--- src/rtl/mem_stage_pkg.sv ---
`default_nettype none
// ============================================================================
// Module      : mem_stage_pkg
// Description : Shared pipeline types and opcodes for the memory stage:
//               ALU operation codes, bus types and the MEM FSM encoding.
// Revision    : 1.0 - initial release
// ============================================================================
package mem_stage_pkg;

    localparam int ALUOP_WIDTH = 8;
    localparam int REG_WIDTH   = 32;

    typedef logic [ALUOP_WIDTH-1:0] alu_op_bus_t;
    typedef logic [REG_WIDTH-1:0]   reg_bus_t;
    typedef logic [4:0]             reg_addr_bus_t;

    localparam reg_bus_t ZERO_WORD = '0;

    // EX-stage operation codes seen by the memory stage
    localparam alu_op_bus_t EX_NOP = 8'h00;
    localparam alu_op_bus_t EX_ADD = 8'h01;
    localparam alu_op_bus_t EX_LB  = 8'h10;
    localparam alu_op_bus_t EX_LH  = 8'h11;
    localparam alu_op_bus_t EX_LW  = 8'h12;
    localparam alu_op_bus_t EX_LBU = 8'h13;
    localparam alu_op_bus_t EX_LHU = 8'h14;
    localparam alu_op_bus_t EX_SB  = 8'h18;
    localparam alu_op_bus_t EX_SH  = 8'h19;
    localparam alu_op_bus_t EX_SW  = 8'h1A;

    // Memory-access FSM, 2-bit encoding
    typedef enum logic [1:0] {
        MEM_IDLE = 2'd0,
        MEM_WAIT = 2'd1,
        MEM_DONE = 2'd2
    } mem_state_t;

    function automatic logic is_load_op(input alu_op_bus_t op);
        return (op == EX_LB) || (op == EX_LH) || (op == EX_LW) ||
               (op == EX_LBU) || (op == EX_LHU);
    endfunction

    function automatic logic is_store_op(input alu_op_bus_t op);
        return (op == EX_SB) || (op == EX_SH) || (op == EX_SW);
    endfunction

endpackage
`default_nettype wire

--- src/rtl/mem_align.sv ---
`default_nettype none
// ============================================================================
// Module      : mem_align
// Description : Combinational lane logic for the memory stage: load lane
//               select and extension, store lane replication, byte masks
//               and misalignment detection.
// Revision    : 1.0 - initial release
// ============================================================================
module mem_align
    import mem_stage_pkg::*;
#(
    parameter int XLEN    = 32,
    parameter int ALUOP_W = 8
) (
    input  logic [ALUOP_W-1:0] op,
    input  logic [1:0]         off,
    input  logic [XLEN-1:0]    rdata,
    input  logic [XLEN-1:0]    sdata,
    output logic [XLEN-1:0]    load_data,
    output logic [XLEN-1:0]    store_data,
    output logic [3:0]         mask,
    output logic               misalign
);

    logic [7:0]  byte_lane;
    logic [15:0] half_lane;

    // Lane extraction from the raw word, then per-op extension, masks and alignment
    always_comb begin
        byte_lane  = rdata[{off, 3'b000} +: 8];
        half_lane  = rdata[{off[1], 4'b0000} +: 16];
        load_data  = '0;
        store_data = '0;
        mask       = 4'b0000;
        misalign   = 1'b0;
        case (op)
            EX_LB:  load_data = {{(XLEN-8){byte_lane[7]}}, byte_lane};
            EX_LBU: load_data = {{(XLEN-8){1'b0}}, byte_lane};
            EX_LH: begin
                misalign  = off[0];
                load_data = {{(XLEN-16){half_lane[15]}}, half_lane};
            end
            EX_LHU: begin
                misalign  = off[0];
                load_data = {{(XLEN-16){1'b0}}, half_lane};
            end
            EX_LW: begin
                misalign  = (off != 2'b00);
                load_data = rdata;
            end
            EX_SB: begin
                store_data = {(XLEN/8){sdata[7:0]}};
                mask       = 4'b0001 << off;
            end
            EX_SH: begin
                misalign   = off[0];
                store_data = {(XLEN/16){sdata[15:0]}};
                mask       = 4'b0011 << off;
            end
            EX_SW: begin
                misalign   = (off != 2'b00);
                store_data = sdata;
                mask       = 4'b1111;
            end
            default: ;
        endcase
    end

endmodule
`default_nettype wire

--- src/rtl/mem_stage.sv ---
`default_nettype none
// ============================================================================
// Module      : mem_stage
// Description : Memory-access pipeline stage. Issues word-wide load/store
//               requests over a req/ack handshake, stalls the pipeline while
//               an access is outstanding, and forwards results to MEM/WB.
//               Non-memory ops pass straight through combinationally.
// Revision    : 1.0 - initial release
// ============================================================================
module mem_stage
    import mem_stage_pkg::*;
#(
    parameter int XLEN    = 32,
    parameter int ALUOP_W = 8
) (
    input  logic               clk,
    input  logic               rst,
    input  logic [ALUOP_W-1:0] aluop_i,
    input  logic [XLEN-1:0]    mem_addr_i,
    input  logic [XLEN-1:0]    w_data_i,
    input  logic               w_enable_i,
    input  logic [4:0]         w_addr_i,
    input  logic               is_ld_i,
    output logic               w_enable_o,
    output logic [4:0]         w_addr_o,
    output logic [XLEN-1:0]    w_data_o,
    output logic               stall_req_o,
    output logic               misalign_o,
    output logic               mem_req_o,
    output logic               mem_we_o,
    output logic [XLEN-1:0]    mem_addr_o,
    output logic [XLEN-1:0]    mem_wdata_o,
    output logic [3:0]         mem_wmask_o,
    input  logic [XLEN-1:0]    mem_rdata_i,
    input  logic               mem_ack_i
);

    mem_state_t state_q, state_d;

    logic            req_we_q;
    logic [XLEN-1:0] req_addr_q;
    logic [XLEN-1:0] req_wdata_q;
    logic [3:0]      req_mask_q;
    logic [XLEN-1:0] rdata_q;

    logic [XLEN-1:0] load_data;
    logic [XLEN-1:0] store_data;
    logic [3:0]      store_mask;
    logic            align_err;

    logic is_load;
    logic is_store;
    logic is_mem;
    logic issue;
    logic dest_nz;

    // The EX/MEM latch is held while stalled, so lane offsets and op come
    // straight from the latch both at issue time and in DONE.
    mem_align #(
        .XLEN    (XLEN),
        .ALUOP_W (ALUOP_W)
    ) u_align (
        .op         (aluop_i),
        .off        (mem_addr_i[1:0]),
        .rdata      (rdata_q),
        .sdata      (w_data_i),
        .load_data  (load_data),
        .store_data (store_data),
        .mask       (store_mask),
        .misalign   (align_err)
    );

    assign is_load  = is_ld_i && is_load_op(aluop_i);
    assign is_store = is_store_op(aluop_i);
    assign is_mem   = is_load || is_store;
    assign issue    = (state_q == MEM_IDLE) && is_mem && !align_err;
    assign dest_nz  = (w_addr_i != 5'd0);

    // State register; reset abandons any outstanding request
    always_ff @(posedge clk or negedge rst) begin
        if (!rst) begin
            state_q <= MEM_IDLE;
        end else begin
            state_q <= state_d;
        end
    end

    // Request registers loaded on issue and held until the next issue; read data captured on ack
    always_ff @(posedge clk or negedge rst) begin
        if (!rst) begin
            req_we_q    <= 1'b0;
            req_addr_q  <= '0;
            req_wdata_q <= '0;
            req_mask_q  <= 4'b0000;
            rdata_q     <= '0;
        end else begin
            if (issue) begin
                req_we_q    <= is_store;
                req_addr_q  <= {mem_addr_i[XLEN-1:2], 2'b00};
                req_wdata_q <= store_data;
                req_mask_q  <= store_mask;
            end
            if ((state_q == MEM_WAIT) && mem_ack_i) begin
                rdata_q <= mem_rdata_i;
            end
        end
    end

    // Next-state and write-back / stall outputs; everything reads 0 while in reset
    always_comb begin
        state_d     = state_q;
        w_enable_o  = 1'b0;
        w_addr_o    = 5'd0;
        w_data_o    = ZERO_WORD;
        stall_req_o = 1'b0;
        misalign_o  = 1'b0;
        case (state_q)
            MEM_IDLE: begin
                if (is_mem) begin
                    if (align_err) begin
                        misalign_o = 1'b1;
                    end else begin
                        stall_req_o = 1'b1;
                        state_d     = MEM_WAIT;
                    end
                end else begin
                    w_addr_o   = w_addr_i;
                    w_enable_o = w_enable_i && dest_nz;
                    w_data_o   = dest_nz ? w_data_i : ZERO_WORD;
                end
            end
            MEM_WAIT: begin
                stall_req_o = 1'b1;
                if (mem_ack_i) begin
                    state_d = MEM_DONE;
                end
            end
            MEM_DONE: begin
                state_d  = MEM_IDLE;
                w_addr_o = w_addr_i;
                if (is_load) begin
                    w_enable_o = w_enable_i && dest_nz;
                    w_data_o   = dest_nz ? load_data : ZERO_WORD;
                end
            end
            default: state_d = MEM_IDLE;
        endcase
        if (!rst) begin
            w_enable_o  = 1'b0;
            w_addr_o    = 5'd0;
            w_data_o    = ZERO_WORD;
            stall_req_o = 1'b0;
            misalign_o  = 1'b0;
        end
    end

    assign mem_req_o   = (state_q == MEM_WAIT);
    assign mem_we_o    = req_we_q;
    assign mem_addr_o  = req_addr_q;
    assign mem_wdata_o = req_wdata_q;
    assign mem_wmask_o = req_mask_q;

endmodule
`default_nettype wire

--- config.mk ---
export PLATFORM = sky130hd
export DESIGN_NAME = mem_stage
export DESIGN_NICKNAME = d
export VERILOG_FILES = /design/src/rtl/mem_stage_pkg.sv /design/src/rtl/mem_align.sv /design/src/rtl/mem_stage.sv
export SDC_FILE = /design/constraint.sdc
export NUM_CORES = 1
export LEC_CHECK = 0
export ABC_AREA = 1
export BUFFER_PORTS_ARGS = -buffer_cell sky130_fd_sc_hd__buf_2
export CAP_MARGIN = 10
export CORE_MARGIN = 4
export CORE_UTILIZATION = 47
export DETAILED_ROUTE_END_ITERATION = 8
export GPL_ROUTABILITY_DRIVEN = 0
export PLACE_DENSITY = 0.77
export RECOVER_POWER = 50
export SYNTH_ARGS = -nofsm -noshare
export SYNTH_HDL_FRONTEND = slang
export SYNTH_HIERARCHICAL = 1
export SYNTH_SLANG_ARGS = --single-unit
--- constraint.sdc ---
create_clock -name clk -period 2.1 [get_ports clk]
set_clock_uncertainty 0.1 [all_clocks]
set_input_delay 0.42 -clock clk [delete_from_list [all_inputs] [get_ports clk]]
set_output_delay 0.42 -clock clk [all_outputs]
set_load 0.05 [all_outputs]
Yosys cells after proc, flatten, opt, wreduce, memory -nomap -nowiden

Index checks and enable logic that the tools add are counted.

Input port bits: 114
Logic and storage cells: 71
Bits in registers: 101
Output and inout port bits: 110

Reduce and logical (&&, ||, !) cells: 19
Eq/ne operators: 13
Shifts and indexed selects: 4
Multiplexer cells: 29

Operators with widths:

| operator            | count |
|---|---|
| $mux 32             | 5 |
| $pmux 32 s5         | 1 |
| $pmux 32 s3         | 1 |
| $eq 8x5->1 const B  | 8 |
| $pmux 32 s2         | 1 |
| $shiftx 32x6->16    | 1 |
| $shiftx 32x6->8     | 1 |
| $pmux 4 s3          | 1 |
| $mux 1              | 10 |
| $mux 5              | 2 |
| $pmux 5 s2          | 1 |
| $logic_or 1x1->1    | 7 |
| $mux 2              | 3 |
| $pmux 1 s2          | 3 |
| $logic_and 1x1->1   | 5 |
| $reduce_bool 5->1   | 1 |
| $ne 2x2->1 const B  | 2 |
| $pmux 2 s2          | 1 |
| $shl 1x2->4 const A | 1 |
| $shl 2x2->4 const A | 1 |
| $reduce_and 3->1    | 1 |
| $reduce_or 3->1     | 1 |
| $eq 2x1->1 const B  | 1 |
| $eq 2x2->1 const B  | 1 |
| 5 further kinds     | 5 |

Longest topological paths before layout

Gate-level depths: netlist of run 1.

Depth after elaboration: 10
Depth in mapped cells: 13
Gate-level depth less buffers: 11

Modules after synthesis

Netlist of run 1, hierarchy kept.

By module, submodules not included:

| module    | area each (um2) | times used | sequential area each (um2) | cells an instance |
|---|---|---|---|---|
| mem_stage | 4800.9          | 1          | 2527.4                     | 600 |
| mem_align | 1969.4          | 1          | 0.0                        | 408 |

Worst setup path after synthesis of run 1

No wires, ideal clock.

Kind: input port to output port
Start point: input port aluop_i[6]
End point: output port stall_req_o
Slack: -727 ps
Data arrival time: 2307 ps
Data required time: 1580 ps
Stages: 12
Path buffers: 2
Cell sequence: inv_1 -> nand2_1 -> nor2_4 -> buf_6 -> nand2_1 -> nand3_1 -> nand2_1 -> o21ai_1 -> nor3_2 -> nand2_2 -> buf_2 -> a21oi_1

Elaborated cells on any way between the ends: 23
Those cells by class: eq/ne (8); mux (5); reduce/logical (10)

RTL lines:

| item                                                         | line             | text |
|---|---|---|
| from (decl)                                                  | mem_stage.sv:18  | `input logic [ALUOP_W-1:0] aluop_i,` |
| $eq 8x5->1                                                   | mem_align.sv:36  | `case (op)` |
| $reduce_or 3->1 (no line) or $reduce_or 2->1 (tied branches) | --               |  |
| $pmux 1 s2 *                                                 | mem_align.sv:36  |  |
| net align_err                                                | mem_stage.sv:49  | `logic align_err;` |
| $mux 1 *                                                     | mem_stage.sv:120 | `if (align_err) begin` |
| $mux 1 *                                                     | mem_stage.sv:119 | `if (is_mem) begin` |
| $pmux 1 s2 *                                                 | mem_stage.sv:117 | `case (state_q)` |
| $mux 1 *                                                     | mem_stage.sv:148 | `if (!rst) begin` |
| to (decl)                                                    | mem_stage.sv:27  | `output logic stall_req_o,` |

Mark *: on every way through the listed nets, which the timed path passes. The rest lies on a longest branch.

Worst setup path in the final report of run 1

Start point: register rdata_q[15]
End point: output port w_data_o[31]

Cells in the longest elaborated chain, start to end: 6
Elaborated cells on any way between the ends: 7
Those cells by class: shift (2); mux (5)

RTL lines:

| item                                                | line                             | text |
|---|---|---|
| from (decl)                                         | mem_stage.sv:44                  | `logic [XLEN-1:0] rdata_q;` |
| from (signal assigned)                              | mem_stage.sv:104                 | `rdata_q <= mem_rdata_i;` |
| $shiftx 32x6->16 or $shiftx 32x6->8 (tied branches) | mem_align.sv:31, mem_align.sv:30 |  |
| $pmux 32 s5 *                                       | mem_align.sv:36                  |  |
| net load_data[31]                                   | mem_stage.sv:46                  | `logic [XLEN-1:0] load_data;` |
| $mux 32 *                                           | mem_stage.sv:143                 | `w_data_o = dest_nz ? load_data : ZERO_WORD;` |
| $mux 32 *                                           | mem_stage.sv:141                 | `if (is_load) begin` |
| $pmux 32 s2 *                                       | mem_stage.sv:117                 |  |
| $mux 32 *                                           | mem_stage.sv:148                 |  |
| to (decl)                                           | mem_stage.sv:26                  | `output logic [XLEN-1:0] w_data_o,` |

Marks and branches as above.

==> results of run 1 <==
==> area by class of cell <==
type | count | share of cell area
well taps | 180 | 0.02121
flip-flops and latches | 101 | 0.2382
repair buffers | 364 | 0.2713
clock buffers | 9 | 0.02121
multi-input cells | 758 | 0.4094
inverters | 84 | 0.03253
clock inverters | 7 | 0.006128
==> worst min path at each step <==
stage	start	end	slack, ps	cells past startpoint
2_1_floorplan	rst	mem_addr_o[10]	20	0
3_5_place_dp	mem_addr_o[21]	mem_addr_o[21]	350	2
5_1_grt	mem_rdata_i[14]	rdata_q[14]	170	3
3_3_place_gp	mem_addr_o[14]	mem_addr_o[14]	350	2
4_1_cts	rst	rdata_q[29]	90	2
6_report	mem_rdata_i[4]	rdata_q[4]	160	3
==> routing by layer <==
metal	global-route usage	up-vias
met1	0.4236	4019
li1	-	3905
met3	0.05208	159
met2	0.4966	702
met5	0	-
met4	0.1429	0
==> stage by stage <==
step	hold WS (ps)	setup TNS (ps)	total power, W
2_1_floorplan	24.41	-4752	0.004179
3_3_place_gp	348.9	-31210	0.005394
3_5_place_dp	353.7	-34880	0.005432
4_1_cts	92.58	-10340	0.007255
5_1_grt	172.6	-26070	0.007690
6_report	158.5	-14330	0.007380
==> state kept, by name, indices dropped and copies added, names as in the netlist <==
signal and count:
mem_wmask_o 4, mem_we_o 1, state_q 2, rdata_q 32, mem_addr_o 30, mem_wdata_o 32
==> power breakdown <==
group	switching, W	internal (W)	total (W)	leakage (nW)
logic	0.00206	0.00110	0.00316	4.15
registers	0.000246	0.00231	0.00255	1.33
clock network	0.000843	0.000830	0.00167	0.137
==> synth_stat cells <==
cell type / count / area (um^2)
o21ai_0: 19 / 95.09
nand2_1: 398 / 1494
clkbuf_1: 17 / 63.81
nand3_2: 2 / 20.02
o21ai_1: 10 / 50.05
o211ai_2: 12 / 150.1
nor3_1: 1 / 5.000
a21oi_1: 37 / 185.2
nor2_4: 5 / 56.30
nor2_8: 1 / 20.02
o21ai_4: 1 / 16.27
nand3_4: 2 / 35.03
nor3_4: 2 / 32.53
nor3_2: 3 / 30.03
inv_2: 5 / 18.77
buf_1: 5 / 18.77
nor2_2: 4 / 25.02
nand2_2: 6 / 37.54
buf_6: 8 / 90.09
nand3_1: 132 / 660.6
inv_1: 79 / 296.5
conb_1: 1 / 3.750
o211ai_1: 4 / 30.03
nor2_1: 48 / 180.2
nand4_1: 67 / 419.2
buf_4: 5 / 37.54
nand2_4: 1 / 11.26
dfrtp_1: 101 / 2527
buf_2: 32 / 160.2
==> cell families (layout without fill, tap and decap cells) <==
logic type | Yosys count | count (layout)
and+or+nand+nor | 672 | 673
buffers and inverters | 151 | 464
DFF | 101 | 101
AOI/OAI and AO/OA | 83 | 83
other | 1 | 2
==> cells in the final DEF (no fill, tap or decap), types with 17 or more instances in the layout <==
| cell type | count |
|---|---|
| a21oi_4 | 35 |
| buf_12 | 23 |
| buf_2 | 106 |
| buf_4 | 107 |
| buf_6 | 38 |
| clkbuf_1 | 68 |
| dfrtp_1 | 100 |
| inv_1 | 70 |
| nand2_1 | 378 |
| nand3_1 | 115 |
| nand4_1 | 67 |
| nor2_1 | 32 |
| o21ai_0 | 17 |
==> critical path: cells and delay by family, from the launching register on <==
kind	cells	cell delay [ps]
AOI/OAI and AO/OA	3	520
buffers and inverters	2	340
DFF	1	420
and+or+nand+nor	3	460
==> timing repair <==
item | in CTS | in global routing
setup buffers | 8 | 9
resized for setup | 152 | 46
endpoints found under the setup margin | 40 | 98
cloned | 6 | 4
pin swaps | 57 | 41
==> results.py, run 1 <==
metrics = {
    "status": {
        "run_status": "finished with violations",
        "violations": "negative setup slack",
    },
    "critical_path": {
        "critPathCaptureType": "primary output",
        "rrSetupSlack_ps": 390,
        "arrival_ps": 2120,
        "r2r-end": "rdata_q[7]",
        "crit_chain": "nor2_4 -> o21ai_4 -> nand3_4 -> buf_12 -> o211ai_1 -> nand4_1 -> a21oi_4 -> buf_6",
        "critical-path-slowest-cell": "dfrtp_1",
        "cp-endpoint": "w_data_o[31]",
        "required_ps": 1580,
        "crit_start": "rdata_q[15]",
        "cp_max_fo": 6,
        "critPathMaxStageDelay_ps": 420,
        "worstSetupStartpointType": "register",
        "crit-reg2reg-launch": "state_q[1]",
        "crit_type": "register to primary output",
        "reg2reg_depth": 6,
    },
    "die": {
        "die_x_um": 128.0,
        "core_um2": 13990,
        "dieHeight_um": 128.0,
        "io-pin-count": 224,
        "num_rows": 43,
        "initial_core_util": 0.4840,
        "die-area_um2": 16390,
    },
    "global_routing": {
        "grt_pass1_vias": 7943,
        "track_usage": 0.3140,
        "grt_pass1_wl_um": 40830,
        "globalRouteOverflowTotal": 0,
        "grt_max_degree": 59,
        "antenna_found_initial": 0,
    },
    "cells_and_area": {
        "final_core_util": 0.7589,
        "drive_gt1_frac": 0.3462,
        "fin_cells": 1503,
        "seq_area_um2": 2529,
        "diodes": 0,
        "fin_area_um2": 10620,
        "fillers": 1003,
        "multi_input_area_um2": 4347,
        "syn_to_final_growth_pct": 56.81,
        "nets": 1432,
    },
    "sta": {
        "slew_headroom": 0.2843,
        "fin_ws_ps": -540.0,
        "hold_viol": 0,
        "grt_setup_unrepaired": "yes",
        "drv_slew": 0,
        "min_period_ps": 2640,
        "setup_viol": 35,
        "tightest_slew_ps": 1073,
        "post-route-period-util": 1.257,
        "fmax_mhz": 378.8,
    },
    "routing": {
        "first_iter_violations": 1308,
        "met1_length_um": 10610,
        "top_layer_used": "met4",
        "route.detailed.drc": 0,
        "final_antenna_net_count": 0,
        "route.met3.wl_um": 3154,
        "wl_per_cell_um": 18.80,
        "wirelength_um": 28250,
        "wl_met2_um": 12940,
        "vias": 8785,
        "firstDrtPassIters": 9,
        "vias_per_cell": 5.845,
    },
    "placement": {
        "hpwl_um": 19060,
        "dpl.cell_count": 1463,
        "io_buffer_count": 221,
        "place_area_um2": 9389,
        "place_ws_ps": -475.1,
    },
    "logic_synthesis": {
        "synth_fa_ha_area_frac": 0,
        "synth_top_family_by_area": "simple AND/OR/NAND/NOR gates",
        "synth_compound_area_frac": 0.07780,
        "yosysWarningCount": 6,
        "syn_inst": 1008,
        "avgSynthCellArea_um2": 6.717,
        "synth_seq_area_share": 0.3733,
        "synth-xor-area-share": 0,
        "syn_area_um2": 6770,
        "ys_types": 29,
        "synth.ff_latch_count": 101,
        "post_synth_and_or_nand_nor_area_fraction": 0.4471,
        "muxShareOfSynthArea": 0,
    },
    "power": {
        "peakVddDrop_mv": 0.5433,
        "p_per_area_nw_per_um2": 695.2,
        "leakage_nw": 5.619,
    },
    "clock_tree": {
        "insertion_delay_ps": 360,
        "clk_pin_slew_ps": 80,
        "cts_tree": "built",
        "cts_hold_buffers": 0,
        "h-tree-depth": 3,
        "tritoncts_num_sinks": 101,
        "clock_path_buffers": 2,
        "cts_root_buffer": "clkbuf_16",
        "numCtsBuffers": 9,
    },
    "flow_run": {
        "cap_violations": 0,
    },
    "min_path": {
        "hold_class": "input port to register",
    },
}
No activity file was read; power rests on OpenSTA's default activity.
==> run 2, diff against run 1 <==
--- a/config.mk
+++ b/config.mk
@@ -9,10 +9,10 @@
 export BUFFER_PORTS_ARGS = -buffer_cell sky130_fd_sc_hd__buf_2
 export CAP_MARGIN = 10
 export CORE_MARGIN = 4
-export CORE_UTILIZATION = 47
+export CORE_UTILIZATION = 30
 export DETAILED_ROUTE_END_ITERATION = 8
 export GPL_ROUTABILITY_DRIVEN = 0
-export PLACE_DENSITY = 0.77
+export PLACE_DENSITY = 0.53
 export RECOVER_POWER = 50
 export SYNTH_ARGS = -nofsm -noshare
 export SYNTH_HDL_FRONTEND = slang
==> run 2 against run 1 <==
- the run ends with max-capacitance violations, max-slew violations, negative setup slack left
- setup slack gained 26 ps
- first-iteration DRC count decreased by 49%
- via count decreased by 6.6%
- total power grew 0.73%
- cell count grew 7.3%
- die area rose by 53%
==> results.py, run 2 (synthesis gave the netlist of run 1 again) <==
metrics = {
    "cells_and_area": {
        "nets": 1442,
        "fin_area_um2": 11100,
        "final_core_util": 0.5039,
        "syn_to_final_growth_pct": 63.92,
        "final_cell_mix": "nand2_1, nand3_1, buf_2, buf_4, dfrtp_1",
        "diodes": 0,
        "layout_commonest_cell": "nand2_1",
        "fillers": 2183,
        "drive_gt1_frac": 0.3593,
    },
    "routing": {
        "wirelength_um": 30190,
        "vias_per_cell": 5.087,
        "vias": 8205,
        "route.detailed.drc": 0,
        "firstDrtPassIters": 5,
        "wl_per_cell_um": 18.72,
        "first_iter_violations": 667,
        "final_antenna_net_count": 0,
    },
    "sta": {
        "fmax_mhz": 382.6,
        "drv_slew": 69,
        "fin_ws_ps": -513.8,
        "setup_viol": 35,
        "tightest_slew_ps": 1603,
        "slew_headroom": -0.06881,
        "post-route-period-util": 1.245,
        "grt_setup_unrepaired": "yes",
        "min_period_ps": 2614,
        "hold_viol": 0,
        "finalSetupTns_ps": -14400,
    },
    "die": {
        "num_rows": 54,
        "io-pin-count": 224,
        "die_x_um": 158.2,
        "die-area_um2": 25040,
        "core_um2": 22030,
        "dieHeight_um": 158.2,
        "initial_core_util": 0.3074,
    },
    "power": {
        "peakVddDrop_mv": 0.4180,
        "pwr-share-clk": 0.241,
        "comb_power_share": 0.416,
        "p_per_area_nw_per_um2": 669.8,
        "seqPwrFrac": 0.344,
        "p_int_w": 0.004246,
        "total_power_w": 0.007434,
        "p_sw_frac": 0.4288,
        "leakage_nw": 5.750,
        "p_sw_w": 0.003188,
    },
    "clock_tree": {
        "cts_hold_buffers": 0,
        "cts_root_buffer": "clkbuf_16",
        "insertion_delay_ps": 360,
        "numCtsBuffers": 9,
        "h-tree-depth": 3,
        "cts_tree": "built",
        "clk_pin_slew_ps": 80,
        "tritoncts_num_sinks": 101,
        "clock_path_buffers": 2,
    },
    "critical_path": {
        "crit_chain": "buf_12 -> buf_12 -> inv_12 -> nand2_4 -> nor2_4 -> buf_4 -> nand2_2 -> buf_12 -> buf_4 -> o211ai_1 -> nand4_1 -> a21oi_4 -> buf_12",
        "critPathMaxStageDelay_ps": 180,
        "worstSetupStartpointType": "input port",
        "reg2reg_depth": 6,
        "critPathCaptureType": "primary output",
        "crit_start": "aluop_i[7]",
        "r2r-end": "rdata_q[7]",
        "critical-path-slowest-cell": "a21oi_4",
        "crit-reg2reg-launch": "state_q[1]",
        "required_ps": 1580,
        "rrSetupSlack_ps": 220,
        "crit_type": "input port to primary output",
        "cp_max_fo": 15,
        "cp_common_cell": "buf_12",
        "arrival_ps": 2090,
    },
    "global_routing": {
        "grt.met1_usage": 0.3194,
        "grt_pass1_wl_um": 44820,
        "track_usage": 0.2293,
        "grt_pass1_vias": 7996,
        "grt_max_degree": 69,
        "top_usage_layer": "met2",
        "grtUsageMet3": 0.03280,
        "antenna_found_initial": 0,
        "globalRouteOverflowTotal": 0,
        "grt_use_met2": 0.3671,
    },
    "placement": {
        "place_ws_ps": -652.4,
        "io_buffer_count": 221,
        "hpwl_um": 22030,
        "place_area_um2": 9567,
    },
    "min_path": {
        "hold_class": "input port to register",
        "hold_end": "rdata_q[4]",
        "holdPathStages": 3,
        "min_from": "mem_rdata_i[4]",
    },
    "status": {
        "violations": "max-capacitance violations, max-slew violations, negative setup slack",
        "run_status": "finished with violations",
    },
    "flow_run": {
        "cap_violations": 1,
    },
}
==> run 2: cell count changes in the layout (fill, tap and decap cells not counted), moves of 3 or more <==
cell and change:
buf_6 +9, buf_12 +8, nor2_1 -11, nand2_4 +3, clkbuf_1 -4, nand2_2 -5, inv_4 -3, nor2_4 +12
buf_4 -6
==> run 2: repair_timing <==
action                     4_1_cts  5_1_grt
cloned                           6        4
setup buffers                   24       10
pin swaps                       41       69
setup endpoints to repair       45       54
gates resized for setup        157       70
==> run 2: worst max-delay path, delay by kind of cell <==
kind,cells,cell delay (ps)
simple gates,4,430
buf+inv,7,870
compound gates,2,340
==> run 2: per-stage QoR <==
stage                     std cells  hold slack, ps
after floorplan                1009           24.41
after CTS                      1603           155.7
after global placement         1558           350.6
after global routing           1613           159.3
after detailed placement       1558           353.6
final                          1613           157.8
==> run 2: area by class of cell <==
| cell class | instances | area (um^2) | area share |
|---|---|---|---|
| Clock inverter | 7 | 86.33 | 0.007779 |
| Tap cell | 280 | 350.3 | 0.03157 |
| Sequential cell | 101 | 2529 | 0.2278 |
| Timing Repair Buffer | 374 | 3124 | 0.2815 |
| Clock buffer | 9 | 225.2 | 0.02029 |
| Inverter | 84 | 345.3 | 0.03112 |
| Multi-Input combinational cell | 758 | 4438 | 0.3999 |
==> run 2: worst max path at each step <==
| stage | endpoint | slack [ps] | depth (start not counted) |
|---|---|---|---|
| CTS | w_data_o[17] | -530 | 9 |
| finish | w_data_o[17] | -510 | 13 |
| floorplan | stall_req_o | -180 | 12 |
| global route | w_data_o[16] | -600 | 13 |
| detailed placement | w_data_o[11] | -650 | 11 |
| global placement | w_data_o[11] | -620 | 11 |
==> run 2: routing by layer <==
metal,vias to the layer above,wire (um)
li1,3920,-
met1,3905,13120
met2,328,14500
met3,52,1785
met4,0,788
met5,-,0
==> run 2: power groups by stage <==
| stage | combinational, W | sequential, W | clock [W] |
|---|---|---|---|
| 6_report | 0.00309 | 0.00255 | 0.00179 |
| 5_1_grt | 0.00331 | 0.00261 | 0.00192 |
| 4_1_cts | 0.00302 | 0.00255 | 0.00183 |
| 3_5_place_dp | 0.00279 | 0.00258 | 0 |
| 3_3_place_gp | 0.00278 | 0.00257 | 0 |
| 2_1_floorplan | 0.00109 | 0.00308 | 0 |
